**config.mk**
```make
export PLATFORM = sky130hd
export DESIGN_NAME = adder_pipelined
export DESIGN_NICKNAME = d
export VERILOG_FILES = /design/src/rtl/adder_pkg.sv /design/src/rtl/adder_slice.sv /design/src/rtl/adder_pipelined.sv
export SDC_FILE = /design/constraint.sdc
export NUM_CORES = 1
export LEC_CHECK = 0
export CAP_MARGIN = 15
export CORE_MARGIN = 4
export CORE_UTILIZATION = 56
export CTS_BUF_LIST = sky130_fd_sc_hd__clkbuf_4
export CTS_CLUSTER_SIZE = 10
export DETAILED_ROUTE_END_ITERATION = 8
export PLACE_DENSITY = 0.88
export RECOVER_POWER = 50
export SLEW_MARGIN = 0
export SYNTH_ARGS = -nofsm -noshare
export SYNTH_HDL_FRONTEND = slang
export SYNTH_SLANG_ARGS = --single-unit
```
**constraint.sdc**
```tcl
create_clock -name clk -period 2.65 [get_ports clk]
set_input_delay 0.3975 -clock clk [delete_from_list [all_inputs] [get_ports clk]]
set_output_delay 0.3975 -clock clk [all_outputs]
set_load 0.02 [all_outputs]
```
**src/rtl/adder_pkg.sv**
```systemverilog
// rtl/adder_pkg.sv - shared width constants and stage-count derivation for the pipelined adder
package adder_pkg;

  localparam int DEFAULT_WIDTH   = 16;
  localparam int DEFAULT_SLICE_W = 4;

  function automatic int calc_nstage(input int width, input int slice_w);
    return (slice_w < 1) ? 1 : width / slice_w;
  endfunction

endpackage

```
**src/rtl/adder_slice.sv**
```systemverilog
// rtl/adder_slice.sv - combinational W-bit adder slice with carry in and carry out
module adder_slice #(
  parameter int W = 4
) (
  input  logic [W-1:0] i_a,
  input  logic [W-1:0] i_b,
  input  logic         i_c,
  output logic [W-1:0] o_s,
  output logic         o_c
);

  assign {o_c, o_s} = {1'b0, i_a} + {1'b0, i_b} + {{W{1'b0}}, i_c};

endmodule

```
**src/rtl/adder_pipelined.sv**
```systemverilog
// rtl/adder_pipelined.sv - carry-pipelined adder/subtractor, one SLICE_W slice resolved per stage
module adder_pipelined
  import adder_pkg::*;
#(
  parameter int WIDTH   = DEFAULT_WIDTH,
  parameter int SLICE_W = DEFAULT_SLICE_W
) (
  input  logic             clk,
  input  logic             rst_n,
  input  logic             in_valid,
  output logic             in_ready,
  input  logic [WIDTH-1:0] a,
  input  logic [WIDTH-1:0] b,
  input  logic             cin,
  input  logic             sub,
  output logic             out_valid,
  input  logic             out_ready,
  output logic [WIDTH-1:0] sum,
  output logic             carry_out,
  output logic             overflow
);

  localparam int NSTAGE = calc_nstage(WIDTH, SLICE_W);

  if ((SLICE_W < 1) || ((WIDTH % SLICE_W) != 0)) begin : g_param_check
    $error("adder_pipelined: WIDTH must be a positive multiple of SLICE_W");
  end

  logic w_advance;

  // The stall is global: a held result freezes every stage, bubbles included.
  assign w_advance = !(out_valid && !out_ready);
  assign in_ready  = w_advance || !rst_n;

  for (genvar k = 0; k < NSTAGE; k++) begin : g_stage
    localparam int LO = k * SLICE_W;
    localparam int IW = WIDTH - LO;

    logic [IW-1:0]         w_a_in;
    logic [IW-1:0]         w_b_in;
    logic                  w_c_in;
    logic                  w_v_in;
    logic [SLICE_W-1:0]    w_slice_s;
    logic                  w_slice_c;
    logic [LO+SLICE_W-1:0] r_s;
    logic                  r_c;
    logic                  r_v;

    if (k == 0) begin : g_head
      assign w_a_in = a;
      assign w_b_in = sub ? ~b : b;
      assign w_c_in = sub ? 1'b1 : cin;
      assign w_v_in = in_valid;

      always_ff @(posedge clk) begin
        if (!rst_n)         r_s <= '0;
        else if (w_advance) r_s <= w_slice_s;
      end
    end else begin : g_body
      assign w_a_in = g_stage[k-1].g_fwd.r_a;
      assign w_b_in = g_stage[k-1].g_fwd.r_b;
      assign w_c_in = g_stage[k-1].r_c;
      assign w_v_in = g_stage[k-1].r_v;

      always_ff @(posedge clk) begin
        if (!rst_n)         r_s <= '0;
        else if (w_advance) r_s <= {w_slice_s, g_stage[k-1].r_s};
      end
    end

    adder_slice #(.W(SLICE_W)) u_slice (
      .i_a (w_a_in[SLICE_W-1:0]),
      .i_b (w_b_in[SLICE_W-1:0]),
      .i_c (w_c_in),
      .o_s (w_slice_s),
      .o_c (w_slice_c)
    );

    always_ff @(posedge clk) begin
      if (!rst_n) begin
        r_v <= 1'b0;
        r_c <= 1'b0;
      end else if (w_advance) begin
        r_v <= w_v_in;
        r_c <= w_slice_c;
      end
    end

    // Only operand bits above this slice travel on; the top slice carries both MSBs.
    if (k < NSTAGE - 1) begin : g_fwd
      logic [IW-SLICE_W-1:0] r_a;
      logic [IW-SLICE_W-1:0] r_b;

      always_ff @(posedge clk) begin
        if (!rst_n) begin
          r_a <= '0;
          r_b <= '0;
        end else if (w_advance) begin
          r_a <= w_a_in[IW-1:SLICE_W];
          r_b <= w_b_in[IW-1:SLICE_W];
        end
      end
    end else begin : g_tail
      logic r_ovf;

      always_ff @(posedge clk) begin
        if (!rst_n)         r_ovf <= 1'b0;
        else if (w_advance) r_ovf <= (w_a_in[IW-1] == w_b_in[IW-1]) &&
                                     (w_slice_s[SLICE_W-1] != w_a_in[IW-1]);
      end
    end
  end

  assign out_valid = g_stage[NSTAGE-1].r_v;
  assign sum       = g_stage[NSTAGE-1].r_s;
  assign carry_out = g_stage[NSTAGE-1].r_c;
  assign overflow  = g_stage[NSTAGE-1].g_tail.r_ovf;

endmodule

```
==> impl_metrics.py <==
metrics = {
    "route": {
        "detail-route-antenna-nets": 0,
        "drt_wl_total_microns": 8110,
        "first_iter_violations": 180,
        "drtPass1Iterations": 5,
        "wl_per_cell_microns": 12.9,
        "routed_via_density": 5.31,
        "via_count": 3341,
        "drc": 0,
    },
    "pwr": {
        "p_int_mw": 2.11,
        "seqPwrFrac": 0.573,
        "switching_share": 0.248,
        "finalPower_mw": 2.80,
        "leakage_nw": 1.86,
        "p_per_area_nw_per_um2": 582,
        "pwr-share-clk": 0.299,
        "p_sw_mw": 0.696,
        "p_comb_frac": 0.128,
        "ir_drop_mv": 0.319,
    },
    "layout": {
        "num-nets-final": 587,
        "multiInputGateArea_sq_um": 1910,
        "syn_to_final_growth_pct": 18.6,
        "register_area_sq_um": 1940,
        "n_antenna_cell": 0,
        "num-fill-cells": 572,
        "fin_util": 0.698,
        "drive_above_1_share": 0.0469,
    },
    "critical_path": {
        "path_buf_inv": 4,
        "critPathKind": "input pin to flop",
        "required_ns": 2.93,
        "cp_max_fo": 24,
        "critical_path.slowest_cell": "clkbuf_1",
        "critPathTopFamily": "buffers and inverters",
        "endpoint_kind": "flop",
        "cp-start-kind": "input pin",
        "slowest_delay_ns": 0.74,
        "arrival_ns": 2.54,
        "regToRegSetupSlack_ns": 0.87,
        "cp_cell_sequence": "clkdlybuf4s50_1, buf_4, inv_1, clkbuf_1, a21oi_1",
    },
    "logic_synthesis": {
        "seq_area_frac_synth": 0.478,
        "synth_cell_types": 27,
        "synth_top_cell_area_share": 0.478,
        "synth_edf_count": 0,
        "syn-num-nets": 545,
        "ys_warn_count": 0,
        "synth_area_leaders": "dfxtp_1, nand2_1, a21oi_1",
        "ys_top_cells_by_count": "nand2_1, dfxtp_1, a21oi_1",
        "synth_area_per_cell_sq_um": 8.34,
        "ys_seq_elements": 97,
        "synth_area_leader_cell": "dfxtp_1",
        "yosysMostFrequentCell": "nand2_1",
        "postSynthCellCount": 487,
        "ys.flop_type": "dfxtp_1",
        "async_flop_share": 0,
        "syn_area_sq_um": 4060,
    },
    "clock_tree": {
        "cts_buffers": 9,
        "tritoncts": "built",
        "cts_sinks": 97,
        "postCtsHoldBufs": 0,
        "clk-insertion-delay-late_ns": 0.43,
        "cts_root_buf": "clkbuf_4",
        "post_cts_buffers": 0,
        "cts-htree-levels": 3,
        "cts_resized": 0,
        "path_clk_slew_ns": 0.13,
        "max-clock-path-buffers": 2,
    },
    "die": {
        "die_w_microns": 93.2,
        "pin_count": 58,
        "start_util": 0.588,
        "die_height_microns": 93.2,
        "row_count": 30,
        "core-area_sq_um": 6910,
        "die-area_sq_um": 8680,
    },
    "place": {
        "io_buffers": 57,
        "dp_hpwl_microns": 5650,
        "place.gp.congestion": 0.828,
    },
    "sta": {
        "finalSetupTns_ns": 0,
        "relSlewSlack": 0.403,
        "hold_viol": 0,
        "fin_crit_sh": 0.853,
        "fmax_mhz": 442,
        "finalSetupViolCount": 0,
        "rsz0062_at_grt": "false",
        "clock-skew-final_ns": 0.0124,
        "period_minus_slack_ns": 2.26,
        "slew_viol_final": 0,
        "tightest_slew_ns": 0.895,
    },
    "grt": {
        "grt_max_degree": 89,
        "grt_usage": 0.196,
        "antenna_found_initial": 0,
        "first_global_vias": 3050,
        "grt.overflow.total": 0,
        "grt_pass1_wl_microns": 13800,
    },
    "run": {
        "drv_cap": 0,
    },
    "worst_hold_path": {
        "min_path_type": "flop to flop",
    },
    "run_status": {
        "outcome": "completed",
    },
}
## final timing paths
kind,end,cells after the start,startpoint
min,sum[14],2,sum[14]
max reg2reg,g_stage[2].r_c,5,g_stage[1].r_c
max,g_stage[1].r_v,5,rst_n
min reg2reg,sum[14],2,sum[14]
## routing by layer
layer / vias to the layer above / track usage / part of all wire
met5: - / 0 / 0.00062
met4: 2 / 0.0818 / 0.015
met3: 15 / 0.0362 / 0.050
met2: 91 / 0.312 / 0.50
met1: 1531 / 0.261 / 0.44
li1: 1702 / - / -
## metrics by stage
step / hold WS, ns / area, sq um / std cells / setup WS (ns)
global placement: 0.438 / 4690 / 614 / 0.249
detailed placement: 0.442 / 4690 / 614 / 0.0751
global route: 0.479 / 4820 / 629 / 0.243
CTS: 0.452 / 4840 / 629 / 0.513
finish: 0.457 / 4820 / 629 / 0.390
floorplan: 0.432 / 4060 / 487 / 0.533
## power by group through the flow
stage	Clock [mW]	Combinational, mW	Sequential, mW
after floorplan	0	0.215	1.64
after global placement	0	0.342	1.64
after detailed placement	0	0.358	1.64
after CTS	0.849	0.364	1.61
after global routing	0.925	0.403	1.62
final	0.837	0.360	1.61
## kinds of logic (layout without fill, tap and decap cells)
family,Yosys count,in the layout,synth area share
adders and majority gates,20,20,0.0764
and+or+nand+nor,188,188,0.183
xor gates and xnor gates,20,20,0.0431
DFF,97,97,0.478
buffers and inverters,46,92,0.0545
AOI/OAI and AO/OA,116,116,0.166
## cells in the final DEF (no fill, tap or decap), drive strengths merged
cell / count
clkbuf: 12
a21oi: 80
xnor2: 15
nand4b: 1
a2111o: 4
fa: 8
nor2: 21
nand2: 148
ha: 12
nand3: 11
or2: 2
a2111oi: 2
buf: 7
a311o: 1
o21ai: 7
clkinv: 2
bufinv: 2
nor2b: 4
a211oi: 16
nand2b: 1
inv: 10
clkdlybuf4s50: 56
clkinvlp: 2
a21o: 2
dlygate4sd3: 1
xor2: 5
o211ai: 4
dfxtp: 97
## flip-flops by register name, indices dropped and copies added, names as in the netlist
name and flops:
g_stage.g_fwd.r_a 24, g_stage.g_fwd.r_b 24, g_stage.r_s 24, sum 16, g_stage.r_c 3, g_stage.r_v 3
carry_out 1, out_valid 1, overflow 1
## worst register-to-register path, stage by stage (launching register included)
cell and delay [ns]:
dfxtp_1 0.35, fa_1 0.48, fa_1 0.43, a21o_1 0.18, a21oi_1 0.16, a21oi_1 0.08
## layout make-up
type	instances	area share
inverters	10	0.00779
flip-flops and latches	97	0.403
multi-input cells	344	0.396
well taps	96	0.0249
clock inverters	6	0.0174
clock buffers	9	0.0140
repair buffers	67	0.137
Note: power is estimated with default switching activity, not from simulation.
